`config.mk`:
```
export PLATFORM = sky130hd
export DESIGN_NAME = motor_speed_ramp
export DESIGN_NICKNAME = d
export VERILOG_FILES = /design/src/rtl/wm_motor_pkg.sv /design/src/rtl/interval_timer.sv /design/src/rtl/motor_speed_ramp.sv
export SDC_FILE = /design/constraint.sdc
export NUM_CORES = 1
export LEC_CHECK = 0
export CORE_ASPECT_RATIO = 0.9
export CORE_MARGIN = 2
export CORE_UTILIZATION = 30
export CTS_CLUSTER_DIAMETER = 120
export DETAILED_ROUTE_END_ITERATION = 8
export PLACE_DENSITY = 0.57
export SLEW_MARGIN = 20
export SYNTH_ARGS = -nofsm -noshare
export SYNTH_HDL_FRONTEND = slang
export SYNTH_SLANG_ARGS = --single-unit
```
`constraint.sdc`:
```
create_clock -name i_1Mhz_clk -period 2.4 [get_ports i_1Mhz_clk]
set_input_delay 0.24 -clock i_1Mhz_clk [delete_from_list [all_inputs] [get_ports i_1Mhz_clk]]
set_output_delay 0.24 -clock i_1Mhz_clk [all_outputs]
set_load 0.005 [all_outputs]
```
`src/rtl/wm_motor_pkg.sv`:
```
// Shared types and constants for the wash-drum motor speed sequencer.
// Holds the sequencer state enum, duty/direction constants and the ramp decision rule.
package wm_motor_pkg;

  typedef enum logic [2:0] {
    ST_IDLE      = 3'd0,
    ST_RAMP_UP   = 3'd1,
    ST_RAMP_DOWN = 3'd2,
    ST_DEADTIME  = 3'd3,
    ST_ESTOP     = 3'd4
  } motor_state_e;

  localparam logic [1:0] DUTY_OFF  = 2'd0;
  localparam logic [1:0] DUTY_LOW  = 2'd1;
  localparam logic [1:0] DUTY_MID  = 2'd2;
  localparam logic [1:0] DUTY_HIGH = 2'd3;

  localparam logic DIR_CW  = 1'b0;
  localparam logic DIR_CCW = 1'b1;

  function automatic logic [1:0] duty_inc(input logic [1:0] d);
    return (d == DUTY_HIGH) ? DUTY_HIGH : d + 2'd1;
  endfunction

  function automatic logic [1:0] duty_dec(input logic [1:0] d);
    return (d == DUTY_OFF) ? DUTY_OFF : d - 2'd1;
  endfunction

  // Where the sequencer has to go from (duty, dir) to reach the target.
  // A direction change always drains to zero first, then waits out the dead-time.
  function automatic motor_state_e decide(input logic [1:0] duty,
                                          input logic       dir,
                                          input logic [1:0] tgt_spd,
                                          input logic       tgt_dir);
    if (tgt_dir != dir) return (duty != DUTY_OFF) ? ST_RAMP_DOWN : ST_DEADTIME;
    if (duty < tgt_spd) return ST_RAMP_UP;
    if (duty > tgt_spd) return ST_RAMP_DOWN;
    return ST_IDLE;
  endfunction

endpackage

```
`src/rtl/interval_timer.sv`:
```
// Free-running dwell counter: counts 0..terminal_i while enabled and pulses expire_o
// for the cycle the count sits at terminal_i; restart or disable returns it to 0.
module interval_timer #(
  parameter int W = 2
) (
  input  logic         clk_i,
  input  logic         rst_i,
  input  logic         restart_i,
  input  logic         enable_i,
  input  logic [W-1:0] terminal_i,
  output logic         expire_o
);

  logic [W-1:0] cnt_q;
  logic [W-1:0] cnt_d;

  always_comb begin
    cnt_d = cnt_q;
    if (restart_i || !enable_i) begin
      cnt_d = '0;
    end else if (cnt_q == terminal_i) begin
      cnt_d = '0;
    end else begin
      cnt_d = cnt_q + 1'b1;
    end
  end

  always_ff @(posedge clk_i) begin
    if (rst_i) begin
      cnt_q <= '0;
    end else begin
      cnt_q <= cnt_d;
    end
  end

  assign expire_o = enable_i && (cnt_q == terminal_i);

endmodule

```
`src/rtl/motor_speed_ramp.sv`:
```
// Soft-start/soft-stop sequencer feeding the PWM duty select: steps the duty one level
// per dwell interval, inserts a dead-time at zero before any direction flip, and honours e-stop.
module motor_speed_ramp
  import wm_motor_pkg::*;
#(
  parameter int STEP_CYC = 200000,
  parameter int DEAD_CYC = 500000
) (
  input  logic       i_1Mhz_clk,
  input  logic       i_rst,
  input  logic       i_req_valid,
  input  logic [1:0] i_speed_req,
  input  logic       i_dir_req,
  input  logic       i_estop,
  output logic [1:0] o_pwm_duty,
  output logic       o_motor_dir,
  output logic       o_busy,
  output logic       o_at_speed,
  output logic [2:0] o_dbg_state
);

  localparam int MAX_CYC = (STEP_CYC > DEAD_CYC) ? STEP_CYC : DEAD_CYC;
  localparam int CNT_W   = $clog2(MAX_CYC);

  motor_state_e state_q, state_d, cand;
  logic [1:0]   duty_q, duty_d;
  logic         dir_q, dir_d;
  logic [1:0]   tgt_spd_q, tgt_spd_d;
  logic         tgt_dir_q, tgt_dir_d;

  logic             tmr_restart;
  logic             tmr_enable;
  logic             tmr_expire;
  logic [CNT_W-1:0] tmr_terminal;

  // Decisions use the registered target, so a request latched at one edge
  // takes effect on the following edge.
  always_comb begin
    state_d   = state_q;
    duty_d    = duty_q;
    dir_d     = dir_q;
    tgt_spd_d = tgt_spd_q;
    tgt_dir_d = tgt_dir_q;
    cand      = decide(duty_q, dir_q, tgt_spd_q, tgt_dir_q);

    if (i_estop) begin
      state_d   = ST_ESTOP;
      duty_d    = DUTY_OFF;
      tgt_spd_d = DUTY_OFF;
      tgt_dir_d = dir_q;
    end else begin
      if (i_req_valid) begin
        tgt_spd_d = i_speed_req;
        tgt_dir_d = i_dir_req;
      end
      if (state_q == ST_ESTOP) begin
        state_d = ST_IDLE;
      end else if (cand != state_q) begin
        state_d = cand;
      end else if (tmr_expire) begin
        case (state_q)
          ST_RAMP_UP: begin
            duty_d  = duty_inc(duty_q);
            state_d = decide(duty_d, dir_q, tgt_spd_q, tgt_dir_q);
          end
          ST_RAMP_DOWN: begin
            duty_d  = duty_dec(duty_q);
            state_d = decide(duty_d, dir_q, tgt_spd_q, tgt_dir_q);
          end
          ST_DEADTIME: begin
            dir_d   = tgt_dir_q;
            state_d = decide(duty_q, tgt_dir_q, tgt_spd_q, tgt_dir_q);
          end
          default: ;
        endcase
      end
    end
  end

  always_ff @(posedge i_1Mhz_clk) begin
    if (i_rst) begin
      state_q   <= ST_IDLE;
      duty_q    <= DUTY_OFF;
      dir_q     <= DIR_CW;
      tgt_spd_q <= DUTY_OFF;
      tgt_dir_q <= DIR_CW;
    end else begin
      state_q   <= state_d;
      duty_q    <= duty_d;
      dir_q     <= dir_d;
      tgt_spd_q <= tgt_spd_d;
      tgt_dir_q <= tgt_dir_d;
    end
  end

  // Any state change starts the new phase with a fresh dwell count.
  assign tmr_restart  = (state_d != state_q);
  assign tmr_enable   = (state_q == ST_RAMP_UP) || (state_q == ST_RAMP_DOWN) ||
                        (state_q == ST_DEADTIME);
  assign tmr_terminal = (state_q == ST_DEADTIME) ? CNT_W'(DEAD_CYC - 1) : CNT_W'(STEP_CYC - 1);

  interval_timer #(
    .W(CNT_W)
  ) u_timer (
    .clk_i      (i_1Mhz_clk),
    .rst_i      (i_rst),
    .restart_i  (tmr_restart),
    .enable_i   (tmr_enable),
    .terminal_i (tmr_terminal),
    .expire_o   (tmr_expire)
  );

  assign o_pwm_duty  = duty_q;
  assign o_motor_dir = dir_q;
  assign o_busy      = tmr_enable;
  assign o_at_speed  = (state_q == ST_IDLE) && (duty_q == tgt_spd_q) && (dir_q == tgt_dir_q);
  assign o_dbg_state = state_q;

endmodule

```
[Word-level counts from Yosys, hierarchy flattened]
Cells that the tools add are included.
W data, S select, Z words.
Cells by class
  order comparisons: 6
  add/subtract/negate cells: 3
  reduce and logical (&&, ||, !) cells: 18
  bitwise logic cells: 3
  eq/ne operators: 11
  multiplexer cells: 101
Operators by type and width (count)
  $mux W3: 27
  $mux W1: 69
  $add A19 B1 Y19 const B: 1
  $eq A19 B19 Y1: 1
  $mux W19: 1
  $reduce_bool A2 Y1: 5
  $pmux W3 S3: 1
  $eq A3 B2 Y1 const B: 2
  $gt A2 B2 Y1: 3
  $lt A2 B2 Y1: 3
  $ne A3 B3 Y1: 2
  $reduce_and A5 Y1: 1
  $mux W2: 2
  $pmux W2 S2: 1
  $reduce_and A4 Y1: 1
  $eq A3 B1 Y1 const B: 1
  $eq A3 B3 Y1 const B: 1
  $logic_and A1 B1 Y1: 3
  $logic_not A3 Y1: 1
  $logic_or A1 B1 Y1: 3
  $not A1 Y1: 3
  $reduce_or A3 Y1: 1
  $add A2 B1 Y2 const B: 1
  $eq A2 B2 Y1: 1
  7 further kinds: 7
Storage, ports and cells
  output and inout port bits: 8
  register bits after elaboration: 28
  input bits: 7
  logic and storage cells: 148

[Longest topological paths before layout]
Gate-level depths: netlist of the first run.
  word-level depth: 36
  gate-level depth with buffers: 9
  depth with buffers taken out: 9

[Cells and area by module]
From an unflattened synthesis of the first run, not the netlist that was laid out.
Unflattened totals
  cell total of the unflattened synthesis: 229
  area total of the unflattened synthesis: 1848.0 µm²
By module, submodules not included
  interval_timer: sequential area each 380.4 µm², area each 1011.0 µm², cells each 117, instances 1
  motor_speed_ramp: sequential area each 180.2 µm², area each 837.1 µm², cells each 112, instances 1

[Worst setup path after synthesis of the first run]
No wires, ideal clock.
  path kind: register to register
  start: reg duty_q[0] (netlist: o_pwm_duty[0])
  end: reg duty_q[0] (netlist: o_pwm_duty[0])
  stages on the path, launching flop included: 9
  buffers on the path: 0
  data required time: 2.334 ns
  path slack: 0.137 ns
  period minus slack after synthesis: 2.263 ns
  setup time: 0.066 ns
  data arrival time: 2.197 ns
  cells stage by stage: dfxtp_1 > inv_1 > ha_1 > nand2b_1 > a2111oi_1 > nor2_1 > a211o_1 > mux2_4 > a21oi_2
Between the ends
  longest elaborated chain between the ends: 11
  elaborated cells between the ends (all ways): 25
  classes of those cells: 2 x add/sub; 2 x order compare; 2 x eq/ne; 15 x mux; 1 x bitwise; 3 x reduce/logical
Ends and longest elaborated chain
  start: declaration: line motor_speed_ramp.sv:26  | logic [1:0] duty_q, duty_d;
  start signal: assignment: line motor_speed_ramp.sv:89  | duty_q <= duty_d;
  $reduce_bool A2 Y1
  $mux W1: line wm_motor_pkg.sv:35  | if (tgt_dir != dir) return (duty != DUTY_OFF) ? ST_RAMP_DOWN : ST_DEADTIME;
  $mux W3: line wm_motor_pkg.sv:35
  $mux W3: line wm_motor_pkg.sv:36  | if (duty < tgt_spd) return ST_RAMP_UP;
  $mux W3: line wm_motor_pkg.sv:37  | if (duty > tgt_spd) return ST_RAMP_DOWN;
  $mux W3: line wm_motor_pkg.sv:38  | return ST_IDLE;
  $mux W3: line wm_motor_pkg.sv:37
  $mux W3: line wm_motor_pkg.sv:36
  $ne A3 B3 Y1: line motor_speed_ramp.sv:58  | end else if (cand != state_q) begin
  $not A1 Y1 (no line)
  $reduce_and A4 Y1 (no line)
Parallel ways exist; a longest one is shown, timed or not. The select of a mux whose other input is x is not followed.
A chain may end at the register's enable or synchronous reset.

[Worst setup path in the final report of the first run]
  start: reg duty_q[0] (netlist: o_pwm_duty[0])
  end: out o_at_speed
Between the ends
  longest elaborated chain between the ends: 3
Ends and longest elaborated chain
  $eq A2 B2 Y1: line motor_speed_ramp.sv:116  | assign o_at_speed = (state_q == ST_IDLE) && (duty_q == tgt_spd_q) && (dir_q == tgt_dir_q);
  $logic_and A1 B1 Y1 (2 in series): line motor_speed_ramp.sv:116
  end: declaration: line motor_speed_ramp.sv:18  | output logic o_at_speed,
Every way passes these cells.

==> flow_summary_export.csv, run 1 <==
group,metric,value,unit
place,io_buffers,14,
global_routing,grt_max_degree,20,
logic_synthesis,ys.warnings.count,0,
timing,min_period,2.29,ns
hold_path,hold_path.class,"reg2reg",
logic_synthesis,syn_area,1690,sq um
power,power_frac_clock,41.3,%
clock_network,root_buffer,"clkbuf_8",
setup_path,worstSetupPathType,"reg2out",
setup_path,r2r_slack,0.16,ns
setup_path,cp-end-kind,"output pin",
setup_path,slowest_stage,"clkdlybuf4s50_1",
logic_synthesis,syn_avg_cell_area,8.28,sq um
global_routing,grt_usage,11.5,%
logic_synthesis,synth_top_area_share,33.2,%
power,p_comb_share,7.9,%
power,p_seq_share,50.8,%
logic_synthesis,synth.most_common_cell,"nor2_1",
final_layout,area_growth,20.7,%
timing,hold_viol,0,
place,place.gp.congestion,0.838,
clock_network,insertion_delay,0.28,ns
logic_synthesis,synth-simple-area-share,31.9,%
clock_network,cts.clk_slew.worst_paths,0.10,ns
logic_synthesis,yosys.area_share.xor_xnor,10.8,%
logic_synthesis,muxShareOfSynthArea,5.11,%
drt,vias_per_cell,4.88,
clock_network,clk_path_buf_depth,2,
floorplan,coreArea,5350,sq um
global_routing,grt_pass1_wl,5910,um
logic_synthesis,syn_nets,218,
logic_synthesis,syn_inst,204,
final_layout,finalNetCount,239,
drt,top_layer_used,"met4",
setup_path,worstPathArrival,2.05,ns
clock_network,cts_max_level,1,
final_layout,n_antenna_cell,0,
floorplan,die_h,75.2,um
logic_synthesis,ys_async_sr_fraction,0,%
drt,drt_iter0_drc,46,
power,intPower,0.728,mW
timing,fin_ws,0.110,ns
final_layout,post-route-util,38.1,%
clock_network,postCtsSetupBuffers,0,
timing,finalCritPeriodShare,95.4,%
drt,route.met2.wl,1340,um
setup_path,cp_top_family,"buffers and inverters",
clock_network,cts_hold_buf,0,
drt,via_count,1419,
setup_path,crit_path_max_fanout,6,
logic_synthesis,yosys.area.top_type,"dfxtp_1",
logic_synthesis,synth-adder-area-share,5.19,%
drt,antenna_left,0,
logic_synthesis,synth_edf_count,0,
global_routing,antenna_found_initial,0,
drt,wl,3410,um
setup_path,path_cells,"inv_1 > ha_1 > and2_1 > and4b_1 > clkdlybuf4s50_1",
logic_synthesis,synth_top_family_by_area,"simple AND/OR/NAND/NOR gates",
clock_network,cts_tree,"done",
timing,tightest_slew,0.560,ns
drt,drt_pass1_iterations,4,
final_layout,ff_latch_area,562,sq um
logic_synthesis,synthDistinctLibCells,49,
job,maxCapViolCount,0,
floorplan,die_w,83.1,um
timing,fin_skew,0.00288,ns
power,irDropWorstVdd,0.274,mV
final_layout,multi_input_area,1100,sq um
floorplan,initial_core_util,31.6,%
final_layout,drive_gt1_share,11.2,%
logic_synthesis,yosysSeqAreaShare,33.2,%
drt,wl_met3,108,um
logic_synthesis,synth-compound-area-share,11.2,%
global_routing,gr-total-overflow,0,
setup_path,crit_buf_inv,2,
drt,drc,0,
timing,final-setup-viol-count,0,
clock_network,cts_sinks,28,
timing,clock.fmax,0.437,GHz
floorplan,rows,25,
place,place_ws,-0.0148,ns
power,power.density,455,nW/um^2
logic_synthesis,ys_ff_latch,28,
timing,drv_slew,0,
power,p_leak,0.697,nW
logic_synthesis,synth_common_cells,"nor2_1, dfxtp_1, nand2_1",
setup_path,critPathRequiredTime,2.16,ns
setup_path,cp-start-kind,"flop",
setup_path,cpPeakStageDelay,0.51,ns
floorplan,pin_count,15,
logic_synthesis,dominantRegCellSynth,"dfxtp_1",
drt,drt-met1-wl,1910,um
power,netSwitchingFraction,21.4,%
power,power.switching,0.199,mW
place,place_hpwl,2610,um
timing,rsz0062_at_grt,"no",
global_routing,grt_pass1_vias,1260,
floorplan,die-area,6250,sq um
logic_synthesis,yosys-top-cells-area,"dfxtp_1, nor2_1, xor2_1",
final_layout,fill_cells,537,
clock_network,cts_buffers,3,
drt,wl_per_cell,11.7,um
status,status,"complete, no violations",
timing,timing.max_slew.rel_slack,62.4,%
[timing repair]
action | in CTS | in global routing
gates resized for setup | 1 | 3
gates cloned | 0 | 0
setup endpoints to repair | 2 | 5
[final timing paths]
path                                      end  cells after the start                        start
setup / recovery                   o_at_speed                      5   o_pwm_duty[0]$_SDFFE_PP0P_
hold / removal    u_timer.cnt_q[0]$_SDFF_PP0_                      1  u_timer.cnt_q[0]$_SDFF_PP0_
setup reg to reg   o_pwm_duty[0]$_SDFFE_PP0P_                      8   o_pwm_duty[0]$_SDFFE_PP0P_
hold reg to reg   u_timer.cnt_q[0]$_SDFF_PP0_                      1  u_timer.cnt_q[0]$_SDFF_PP0_
[through the flow]
step | hold slack, ns | std cells | total power [mW] | setup TNS (ns) | area, sq um
6_report | 0.472 | 291 | 0.927 | 0 | 2040
4_1_cts | 0.482 | 291 | 0.933 | 0 | 2020
3_3_place_gp | 0.447 | 287 | 0.554 | 0 | 1950
5_1_grt | 0.498 | 291 | 0.956 | 0 | 2040
3_5_place_dp | 0.459 | 287 | 0.554 | -0.0268 | 1950
2_1_floorplan | 0.312 | 204 | 0.523 | 0 | 1690
[cell families after synthesis]
family,Yosys count
compound gates,26
flops,28
fa+ha+maj,7
mux,8
buf+inv,12
xor+xnor,20
simple gates,103
[state kept, by name (all words and copies together) (netlist names)]
name	cells
tgt_dir_q	1
tgt_spd_q	2
o_dbg_state	3
o_pwm_duty	2
u_timer.cnt_q	19
o_motor_dir	1
[cells in the final DEF (no fill, tap or decap), types with 6 or more instances in the layout]
cell type / synthesis / layout
xor2_1: 13 / 13
buf_4: 0 / 7
nand3_1: 8 / 8
nand2_1: 16 / 16
nor3_1: 6 / 6
mux2i_1: 6 / 6
xnor2_1: 6 / 6
nor2_1: 35 / 35
clkdlybuf4s50_1: 0 / 14
inv_1: 6 / 6
dfxtp_1: 28 / 27
ha_1: 7 / 7
[layer usage]
metal	GRT usage (%)	up-vias
met5	0	-
met4	4.92	0
met1	17.3	640
met2	16.5	20
met3	1.64	4
li1	-	755
[worst reg2reg max path: cells and delay by family, from the launching register on]
| kind | cells | cell delay (ns) |
|---|---|---|
| adders and majority gates | 1 | 0.22 |
| muxes | 1 | 0.32 |
| and+or+nand+nor | 2 | 0.32 |
| buffers and inverters | 1 | 0.10 |
| DFF | 1 | 0.39 |
| AOI/OAI and AO/OA | 3 | 0.83 |
[area by class of cell]
class                      instances  share of cell area (%)
sequential                        28                    27.5
inverter                           7                    1.29
clock inverter                     1                    1.47
multi-input combinational        164                    54.1
clock buffer                       3                    2.02
timing repair buffer              21                    9.45
tap                               67                    4.11
[power by group through the flow]
| stage | clock network [mW] | registers, mW | logic (mW) |
|---|---|---|---|
| floorplan | 0 | 0.481 | 0.0415 |
| finish | 0.383 | 0.471 | 0.0737 |
| detailed placement | 0 | 0.482 | 0.0718 |
| global placement | 0 | 0.482 | 0.0727 |
| CTS | 0.389 | 0.471 | 0.0727 |
| global route | 0.402 | 0.472 | 0.0821 |
Note: power is estimated with default switching activity, not from simulation.
==> run 2, diff against run 1 <==
--- a/config.mk
+++ b/config.mk
@@ -11,6 +11,7 @@
 export CTS_CLUSTER_DIAMETER = 120
 export DETAILED_ROUTE_END_ITERATION = 8
 export PLACE_DENSITY = 0.57
+export RECOVER_POWER = 100
 export SLEW_MARGIN = 20
 export SYNTH_ARGS = -nofsm -noshare
 export SYNTH_HDL_FRONTEND = slang
==> run 2 against run 1 <==
Effect of this change: setup slack improved by 0.0096 ns; highest routed layer unchanged; combinational power fell by 4.5%; fmax rose by 0.42%; clock-buffer cell count unchanged; wire length decreased by 0.18%; worst hold slack about the same; cell area shrank 1.2%; cell count did not move.
==> flow_summary_export.csv, run 2 (synthesized netlist as in run 1, its figures left out) <==
group,metric,value,unit
final_layout,area_growth,19.3,%
clock_network,cts_max_level,1,
global_routing,grt_pass1_wl,5910,um
global_routing,antenna_found_initial,0,
timing,min_period,2.28,ns
floorplan,initial_core_util,31.6,%
timing,hold_viol,0,
floorplan,die-area,6250,sq um
global_routing,grt_usage,11.5,%
setup_path,worstPathArrival,2.04,ns
clock_network,clk_path_buf_depth,2,
timing,drv_slew,0,
drt,via_count,1413,
final_layout,layout_commonest_cell,"nor2_1",
global_routing,gr-total-overflow,0,
place,place_hpwl,2610,um
timing,finalCritPeriodShare,95.0,%
setup_path,path_depth,5,
floorplan,die_h,75.2,um
clock_network,cts_sinks,28,
timing,whs,0.472,ns
setup_path,path_cells,"inv_1 > ha_1 > and2_1 > and4b_1 > clkdlybuf4s50_1",
drt,antenna_left,0,
setup_path,worstSetupPathType,"reg2out",
clock_network,insertion_delay,0.28,ns
place,io_buffers,14,
hold_path,hp-start,"u_timer.cnt_q[0]$_SDFF_PP0_",
timing,rsz0062_at_grt,"no",
power,p_leak,0.691,nW
drt,vias_per_cell,4.86,
clock_network,postCtsSetupBuffers,0,
place,place.gp.congestion,0.838,
global_routing,grt_pass1_vias,1260,
setup_path,rr_worst_depth,8,
setup_path,r2r_slack,0.16,ns
floorplan,coreArea,5350,sq um
timing,final-setup-viol-count,0,
drt,wl,3400,um
clock_network,cts_buffers,3,
setup_path,r2r_start,"o_pwm_duty[0]$_SDFFE_PP0P_",
timing,clock.fmax,0.438,GHz
power,irDropWorstVdd,0.274,mV
setup_path,cp-end-kind,"output pin",
final_layout,n_antenna_cell,0,
setup_path,cpPeakStageDelay,0.50,ns
clock_network,cts.clk_slew.worst_paths,0.10,ns
floorplan,rows,25,
drt,drc,0,
setup_path,cp-start-kind,"flop",
floorplan,die_w,83.1,um
clock_network,cts_tree,"done",
timing,timing.max_slew.rel_slack,61.6,%
setup_path,crit_path_max_fanout,4,
hold_path,hold_path.class,"reg2reg",
setup_path,critPathRequiredTime,2.16,ns
final_layout,final_cell_mix,"nor2_1, dfxtp_1, nand2_1",
floorplan,pin_count,15,
setup_path,slowest_stage,"clkdlybuf4s50_1",
timing,finalSetupTns,0,ns
job,maxCapViolCount,0,
drt,drt_iter0_drc,45,
status,status,"complete, no violations",
global_routing,grt_max_degree,20,
setup_path,crit_buf_inv,2,
clock_network,root_buffer,"clkbuf_8",
final_layout,regMostFlops,"u_timer.cnt_q",
setup_path,setup.worst_path.start,"tgt_spd_q[1]$_SDFFE_PP0P_",
setup_path,crit_end,"o_at_speed",
final_layout,finalNetCount,239,
drt,drt_pass1_iterations,4,
final_layout,drive_gt1_share,8.48,%
drt,wl_per_cell,11.7,um
timing,tightest_slew,0.575,ns
final_layout,post-route-util,37.7,%
setup_path,r2r_end,"o_pwm_duty[0]$_SDFFE_PP0P_",
final_layout,largest_reg_flops,19,
timing,fin_skew,0.00296,ns
power,power.density,459,nW/um^2
setup_path,cp_top_family,"buffers and inverters",
[run 2: cell types whose count changed in the layout (fill, tap and decap cells not counted)]
cell / change
a2111oi_0: +1
a2111oi_2: -1
a21oi_1: +1
a21oi_2: -1
buf_4: -5
clkbuf_1: +4
clkbuf_4: +1
clkdlybuf4s50_1: -5
dlygate4sd3_1: +5
or2_0: +1
or2_1: -1
[run 2: cell type report]
type / instances / area [sq um]
Timing Repair Buffer: 21 / 178
Clock buffer: 3 / 41.3
Multi-Input combinational cell: 164 / 1090
Sequential cell: 28 / 562
Clock inverter: 1 / 30.0
Tap cell: 67 / 83.8
Inverter: 7 / 26.3
Fill cell: 545 / 3330
[run 2: timing repair]
| action | 4_1_cts | 5_1_grt |
|---|---|---|
| hold buffers | 0 | 0 |
| resized for setup | 1 | 3 |
| endpoints found under the setup margin | 2 | 5 |
[run 2: power breakdown]
group,internal (mW),switching (mW),total (mW)
logic,0.0348,0.0356,0.0704
registers,0.468,0.00345,0.471
clock network,0.224,0.159,0.383
[run 2: routing by layer]
metal / GRT usage, % / part of all wire [%] / vias up / wire [um]
li1: - / - / 755 / -
met1: 17.3 / 57 / 640 / 1930
met2: 16.5 / 39 / 14 / 1340
met3: 1.64 / 2.2 / 4 / 75
met4: 4.92 / 1.6 / 0 / 55
met5: 0 / 0 / - / 0
[run 2: worst min-delay path by stage]
stage	end	slack, ns	cells after the start
2_1_floorplan	o_dbg_state[2]$_SDFF_PP0_	0.31	1
3_3_place_gp	u_timer.cnt_q[0]$_SDFF_PP0_	0.45	1
3_5_place_dp	u_timer.cnt_q[0]$_SDFF_PP0_	0.46	1
4_1_cts	u_timer.cnt_q[0]$_SDFF_PP0_	0.48	1
5_1_grt	u_timer.cnt_q[0]$_SDFF_PP0_	0.50	1
6_report	u_timer.cnt_q[0]$_SDFF_PP0_	0.47	1
[run 2: per-stage QoR]
step	power, mW	worst slack, ns	std cells	cell area (sq um)
after floorplan	0.523	0.137	204	1690
after global placement	0.554	0.105	287	1950
after detailed placement	0.554	-0.0148	287	1950
after CTS	0.933	0.0311	291	2020
after global routing	0.952	0.00801	291	2010
final	0.924	0.119	291	2010
